<file path="config.mk">
export PLATFORM = sky130hd
export DESIGN_NAME = seg7bcd_capture
export DESIGN_NICKNAME = d
export VERILOG_FILES = /design/src/rtl/seg7bcd_capture.sv
export SDC_FILE = /design/constraint.sdc
export NUM_CORES = 1
export LEC_CHECK = 0
export BUFFER_PORTS_ARGS = -buffer_cell sky130_fd_sc_hd__clkbuf_2
export CAP_MARGIN = 5
export CORE_UTILIZATION = 55
export DETAILED_ROUTE_END_ITERATION = 10
export PLACE_DENSITY = 0.81
export SYNTH_ARGS = -nofsm -noshare
export SYNTH_HDL_FRONTEND = slang
export SYNTH_SLANG_ARGS = --single-unit
</file>
<file path="constraint.sdc">
create_clock -name clk -period 4.5 [get_ports clk]
set_input_delay 1.35 -clock clk [delete_from_list [all_inputs] [get_ports clk]]
set_output_delay 1.35 -clock clk [all_outputs]
set_load 0.02 [all_outputs]
</file>
<file path="src/rtl/seg7bcd_capture.sv">
// seg7bcd_capture: recovers BCD digits from a scanned, active-low
// digit-select/segment bus and reports each complete display frame.
//
// Parameters: DIGITS (positions, 1..8), STABLE_CYCLES (dwell to accept).
// Ports:
//   clk, rst_n    clock, synchronous active-low reset
//   seg_an        digit select, active-low, one-hot-low
//   seg_h         segments a..g active-low (bit6=a .. bit0=g), bit7=dp
//                 when SEG7_DP_EN is defined
//   digits        captured BCD, position i at [4i+3:4i]
//   digit_err     position i held an illegal glyph
//   dp            decimal point per position (SEG7_DP_EN only)
//   frame_valid   one-cycle pulse when the outputs take a new frame
// Build option: define SEG7_DP_EN to add decimal-point capture.
module seg7bcd_capture #(
    parameter int DIGITS        = 8,
    parameter int STABLE_CYCLES = 4
) (
    input  logic                clk,
    input  logic                rst_n,
    input  logic [DIGITS-1:0]   seg_an,
`ifdef SEG7_DP_EN
    input  logic [7:0]          seg_h,
    output logic [DIGITS-1:0]   dp,
`else
    input  logic [6:0]          seg_h,
`endif
    output logic [4*DIGITS-1:0] digits,
    output logic [DIGITS-1:0]   digit_err,
    output logic                frame_valid
);

`ifdef SEG7_DP_EN
    localparam int HW = 8;
`else
    localparam int HW = 7;
`endif
    localparam int CW = $clog2(STABLE_CYCLES + 1);
    localparam logic [CW:0] SC = (CW+1)'(STABLE_CYCLES);

    typedef enum logic {SETTLE, LOCKED} state_t;

    state_t              state_q, state_d;
    logic [DIGITS-1:0]   an_q, an_p;
    logic [HW-1:0]       h_q, h_p;
    logic [CW-1:0]       cnt_q, cnt_d;
    logic [CW:0]         run;
    logic                same, legal, settling, accept;
    logic [4:0]          dec;
    logic [4*DIGITS-1:0] sh_val;
    logic [DIGITS-1:0]   sh_err, seen, seen_d;
    logic                full;

    function automatic logic [4:0] glyph(input logic [6:0] g);
        logic [4:0] r;
        case (g)
            7'b0000001: r = 5'h00;
            7'b1001111: r = 5'h01;
            7'b0010010: r = 5'h02;
            7'b0000110: r = 5'h03;
            7'b1001100: r = 5'h04;
            7'b0100100: r = 5'h05;
            7'b0100000: r = 5'h06;
            7'b0001111: r = 5'h07;
            7'b0000000: r = 5'h08;
            7'b0000100: r = 5'h09;
            default:    r = 5'h1F;
        endcase
        return r;
    endfunction

    assign dec   = glyph(h_q[6:0]);
    assign same  = (an_q == an_p) && (h_q == h_p);
    assign legal = $onehot(~an_q);
    assign full  = &seen;

    // run = cycles the current registered sample has been held,
    // including this one; one wider than the counter so it never wraps.
    assign run = same ? ({1'b0, cnt_q} + (CW+1)'(1)) : (CW+1)'(1);

    // A change while LOCKED starts a new dwell straight away.
    assign settling = (state_q == SETTLE) || !same;

    always_comb begin
        state_d = state_q;
        cnt_d   = cnt_q;
        accept  = 1'b0;
        if (!legal) begin
            state_d = SETTLE;
            cnt_d   = '0;
        end else begin
            cnt_d = (run >= SC) ? SC[CW-1:0] : run[CW-1:0];
            if (settling && (run >= SC)) begin
                accept  = 1'b1;
                state_d = LOCKED;
            end else if (!same) begin
                state_d = SETTLE;
            end
        end
    end

    // Completion empties the shadow; a coincident accept starts the
    // next frame in the emptied set.
    always_comb begin
        seen_d = full ? '0 : seen;
        if (accept)
            seen_d = seen_d | ~an_q;
    end

    always_ff @(posedge clk) begin
        if (!rst_n) begin
            an_q    <= '1;
            h_q     <= '1;
            an_p    <= '1;
            h_p     <= '1;
            state_q <= SETTLE;
            cnt_q   <= '0;
        end else begin
            an_q    <= seg_an;
            h_q     <= seg_h;
            an_p    <= an_q;
            h_p     <= h_q;
            state_q <= state_d;
            cnt_q   <= cnt_d;
        end
    end

    always_ff @(posedge clk) begin
        if (!rst_n) begin
            sh_val      <= '0;
            sh_err      <= '0;
            seen        <= '0;
            digits      <= '0;
            digit_err   <= '0;
            frame_valid <= 1'b0;
        end else begin
            seen        <= seen_d;
            frame_valid <= full;
            if (full) begin
                digits    <= sh_val;
                digit_err <= sh_err;
            end
            for (int k = 0; k < DIGITS; k++) begin
                if (accept && !an_q[k]) begin
                    sh_val[4*k +: 4] <= dec[3:0];
                    sh_err[k]        <= dec[4];
                end
            end
        end
    end

`ifdef SEG7_DP_EN
    logic [DIGITS-1:0] sh_dp;

    always_ff @(posedge clk) begin
        if (!rst_n) begin
            sh_dp <= '0;
            dp    <= '0;
        end else begin
            if (full)
                dp <= sh_dp;
            for (int k = 0; k < DIGITS; k++) begin
                if (accept && !an_q[k])
                    sh_dp[k] <= ~h_q[7];
            end
        end
    end
`endif

endmodule
</file>
* Word level (Yosys, flattened, before mapping) *
Cells that the tools add are included.

word-level totals
  flip-flop bits (word level) = 123
  bits of input ports = 17
  word-level logic and storage cells = 87
  output and inout port bits = 41

cells by class
  reductions and logical operators = 24
  mux-type cells = 9
  bitwise operators = 5
  order comparisons = 1
  add/sub/neg operators = 8
  equality and inequality tests = 13

operators by type and width
  kind                   count
  $pmux W5 S10           1
  $mux W8                2
  $eq A7 B3 Y1 const B   2
  $eq A7 B6 Y1 const B   2
  $eq A7 B7 Y1 const B   2
  $logic_and A1 B1 Y1    10
  $logic_not A1 Y1       9
  $add A1 B1 Y2          4
  $eq A8 B8 Y1           1
  $not A8 Y8             1
  $or A8 B8 Y8           1
  $reduce_and A8 Y1      1
  $eq A7 B1 Y1 const B   1
  $eq A7 B4 Y1 const B   1
  $eq A7 B5 Y1 const B   1
  $eq A7 B7 Y1           1
  $logic_not A7 Y1       1
  $add A2 B2 Y3          2
  $add A3 B1 Y4 const B  1
  $add A3 B3 Y4          1
  $eq A4 B1 Y1 const B   1
  $ge A4 B3 Y1 const B   1
  $mux W1                4
  $mux W4                1
  other kinds (6)        8

* Logic depth before layout (Yosys ltp) *
  depth in word-level cells = 8
  mapped depth = 14
  depth with buffers taken out = 12

* Worst setup path after synthesis *
No wires, ideal clock.

  kind = reg2reg
  from = register an_q[0]
  to = register sh_val[13]
  slack = 512 ps
  library setup time = 75 ps
  buffers on the path = 2
  arrival time = 3912 ps
  cell stages (with the launch flop) = 15
  data required time = 4425 ps
  clock period less this slack = 3988 ps
  cells stage by stage = dfxtp_1 -> fa_1 -> inv_1 -> fa_1 -> fa_1 -> ha_1 -> inv_1 -> fa_1 -> nor3b_2 -> a21oi_2 -> or4_1 -> buf_4 -> buf_6 -> nor3_4 -> mux2i_1

on the way
  cells in the longest elaborated chain, start to end = 8
  elaborated cells on any way between the ends = 15
  classes of those cells = 3 x add/sub; 1 x order compare; 2 x eq/ne; 3 x mux; 1 x bitwise; 5 x reduce/logical

RTL lines
  item                                                                   line  RTL
  start, declared                                                        44    logic [DIGITS-1:0] an_q, an_p;
  start signal, assigned                                                 119   an_q <= seg_an;
  parallel branches: the longest is 6 deep, another holds $add A3 B3 Y4  -
  $mux W1 *                                                              88    if (!legal) begin
  $logic_and A1 B1 Y1 *                                                  144   if (accept && !an_q[k]) begin
  end signal, assigned by index                                          145   sh_val[4*k +: 4] <= dec[3:0];
  end, declared                                                          50    logic [4*DIGITS-1:0] sh_val;

Mark *: on every way between the ends.
A chain may end at the register's enable or synchronous reset.

* Worst setup path in the final report *
  from = register an_q[1]
  to = register sh_val[11]

Same word-level chain as after synthesis.

==> impl_metrics.env <==
export IMPL_r2r_start="an_q[1]$_SDFF_PN1_"
export IMPL_critPathLaunchType="flop"
export IMPL_post_drt_via_cell_ratio=5.64
export IMPL_drive_gt1_share_pct=19.5
export IMPL_gp_congestion=0.853
export IMPL_grt_total_usage_pct=25.9
export IMPL_wl_per_cell_um=15.5
export IMPL_rows=33
export IMPL_fin_crit_sh_pct=96.5
export IMPL_outcome="complete, no violations"
export IMPL_crit_path_frequent_cell="fa_1"
export IMPL_final_cell_area_sq_um=5750
export IMPL_cp_startpoint="an_q[1]$_SDFF_PN1_"
export IMPL_rsz0062_at_grt="yes"
export IMPL_place_area_sq_um=5140
export IMPL_holdCritPathClass="reg -> reg"
export IMPL_critPathKind="reg -> reg"
export IMPL_grt_pass1_wl_mm=17.7
export IMPL_fin_worst_skew_ns=0.00732
export IMPL_overflow=0
export IMPL_synth_warnings=0
export IMPL_cp_buffers_inverters=3
export IMPL_synth_top_flop_cell="dfxtp_1"
export IMPL_hold_slack_ns=0.453
export IMPL_setup_viol=0
export IMPL_cts_buffers=17
export IMPL_diodes=0
export IMPL_max_freq_ghz=0.230
export IMPL_p_leak_nw=2.12
export IMPL_drtIter0Drc=356
export IMPL_synthesis_area_sq_um=4860
export IMPL_core_sq_um=8380
export IMPL_met1_length_mm=4.82
export IMPL_finish_utilization_pct=68.6
export IMPL_worstMarginPinSlew_ns=1.24
export IMPL_post_dp_hpwl_mm=6.94
export IMPL_syn_to_final_growth_pct=18.4
export IMPL_start_util_pct=57.9
export IMPL_first_pass_iters=5
export IMPL_htreeDepth=4
export IMPL_root_buffer="clkbuf_8"
export IMPL_synth_edf_count=0
export IMPL_maxCapViolCount=0
export IMPL_route_detailed_drc=0
export IMPL_dieArea_sq_um=9210
export IMPL_fin_ws_ns=0.157
export IMPL_min_delay_start="seen[7]$_SDFF_PN0_"
export IMPL_die_w_um=96.0
export IMPL_critPathTopFamily="adder cells"
export IMPL_nNetsFinal=608
export IMPL_path_cells="fa_1 > inv_1 > fa_1 > fa_1 > ha_1 > inv_1 > fa_1 > nor3b_2 > a21oi_2 > or4_1 > buf_4 > nor3_2 > a211oi_1"
export IMPL_crit_arrival_ns=4.69
export IMPL_ctsLongestPathBuffers=2
export IMPL_boundaryPins=58
export IMPL_synth_seq_area_share_pct=50.7
export IMPL_synthDistinctLibCells=45
export IMPL_dp_cells=669
export IMPL_dieHeight_um=96.0
export IMPL_worst_path_largest_cell_delay_ns=0.55
export IMPL_crit_path_end_kind="flop"
export IMPL_cp_max_fo=10
export IMPL_antenna_found_initial=0
export IMPL_stdcell_count=701
export IMPL_drtAntennaViolNets=0
export IMPL_syn_inst=537
export IMPL_port_buffers=57
export IMPL_top_layer="met4"
export IMPL_p_per_area_nw_per_um2=459
export IMPL_place_ws_ns=0.205
export IMPL_finalCriticalPeriod_ns=4.34
export IMPL_max_slew_margin_rel_pct=17.2
export IMPL_wl_mm=10.8
export IMPL_ir_worst_vdd_uv=287
export IMPL_clk_pin_slew_worst_paths_ns=0.06
export IMPL_avgSynthCellArea_sq_um=9.04
export IMPL_wl_met3_um=609
export IMPL_grt_max_degree=74
export IMPL_async_reset_ff_share_pct=0
export IMPL_cts_sinks=123
export IMPL_drv_slew=0
export IMPL_wl_met2_mm=5.15
export IMPL_vias=3951
export IMPL_synth_nets=562
export IMPL_cts_tree="built"
export IMPL_crit_slowest_cell="or4_1"
export IMPL_hold_viol_final=0
export IMPL_cts_resized=0
export IMPL_grt_pass1_vias=3662
export IMPL_clock_insertion_delay_worst_skew_ns=0.52
export IMPL_crit_required_ns=4.84
export IMPL_ys_ff_latch=123
==> timing repair <==
item,4_1_cts,5_1_grt
hold buffers,0,0
setup buffers,0,0
endpoints found under the setup margin,0,7
==> report_power, final <==
group	leakage [nW]	switching, mW	internal [mW]
logic	0.829	0.0763	0.0443
registers	0.998	0.0204	1.10
clock network	0.294	0.495	0.899
==> kinds of logic (layout without fill, tap and decap cells) <==
family	count (synthesis)	after routing	share of synthesized area, %
AOI/OAI and AO/OA	109	109	13.2
xor gates and xnor gates	15	15	2.71
buffers and inverters	50	109	4.90
and+or+nand+nor	216	216	22.5
DFF	123	123	50.7
muxes	16	16	3.30
adders and majority gates	8	8	2.68
==> worst paths after layout <==
| kind | slack, ns | end | cells past startpoint |
|---|---|---|---|
| min | 0.45 | seen[7]$_SDFF_PN0_ | 2 |
| min reg2reg | 0.45 | seen[7]$_SDFF_PN0_ | 2 |
| max | 0.16 | sh_val[11]$_SDFFE_PN0P_ | 13 |
| max reg2reg | 0.16 | sh_val[11]$_SDFFE_PN0P_ | 13 |
==> area by class of cell <==
cell class	instances	area, sq um
Clock buffer	17	414
Clock inverter	15	198
Multi-Input combinational cell	364	2160
Fill cell	654	2630
Inverter	13	48.8
Tap cell	105	131
Sequential cell	123	2460
Timing Repair Buffer	64	338
==> through the flow <==
stage / TNS (ns) / power, mW
after floorplan: 0 / 1.23
after global placement: 0 / 1.26
after detailed placement: 0 / 1.27
after CTS: 0 / 2.64
after global routing: -0.0743 / 2.72
final: 0 / 2.64
==> synthesized netlist by cell type (2+ instances only) <==
cell type | instances | area [sq um]
xor2_1 | 15 | 131
and3_1 | 3 | 18.8
nor3b_1 | 4 | 30.0
nand3_1 | 10 | 50.1
nand2_1 | 122 | 458
a21oi_1 | 73 | 365
a21oi_2 | 3 | 26.3
nor2b_1 | 2 | 12.5
nor2_1 | 10 | 37.5
buf_2 | 4 | 20.0
buf_4 | 2 | 15.0
nor3_4 | 2 | 32.5
ha_1 | 4 | 50.1
nand4_1 | 3 | 18.8
nor3_1 | 11 | 55.1
nor4_2 | 3 | 37.5
mux2i_1 | 16 | 160
o31ai_1 | 8 | 60.1
or3_1 | 7 | 43.8
a211oi_1 | 17 | 128
clkbuf_1 | 25 | 93.8
nor3_2 | 6 | 60.1
buf_6 | 5 | 56.3
nand2b_1 | 24 | 150
dfxtp_1 | 123 | 2460
fa_1 | 4 | 80.1
or4_1 | 2 | 15.0
inv_1 | 12 | 45.0
==> cell usage in the layout, fill, tap and decap left out, drive strengths merged, types with 2 or more instances in the layout <==
cell,count
clkbuf,74
xor2,15
buf,7
nor3,19
and3,3
fa,4
bufinv,4
clkinv,6
or4,2
or3,7
nor3b,5
a21oi,76
nand2,122
nand3,10
clkinvlp,3
nand2b,24
nor2,10
mux2i,16
nor4,4
inv,15
nand4,4
a211oi,17
nor2b,2
ha,4
dfxtp,123
o31ai,8
==> flip-flops by register name, summed over array words and instances, names as in the netlist <==
signal / flops
digits: 32
sh_val: 32
an_p: 8
an_q: 8
digit_err: 8
seen: 8
sh_err: 8
h_p: 7
h_q: 7
cnt_q: 3
frame_valid: 1
state_q: 1
==> per-layer routing <==
layer | track usage, % | up-vias
met3 | 7.82 | 27
met2 | 41.7 | 134
met5 | 0 | -
met1 | 32.7 | 1872
met4 | 10.1 | 0
li1 | - | 1918
==> worst min-delay path, stage by stage, from the launching register on <==
cell and delay, ns:
dfxtp_1 0.31, nand2_1 0.05, a21oi_1 0.05
Power figures use the tool's default switching activity.
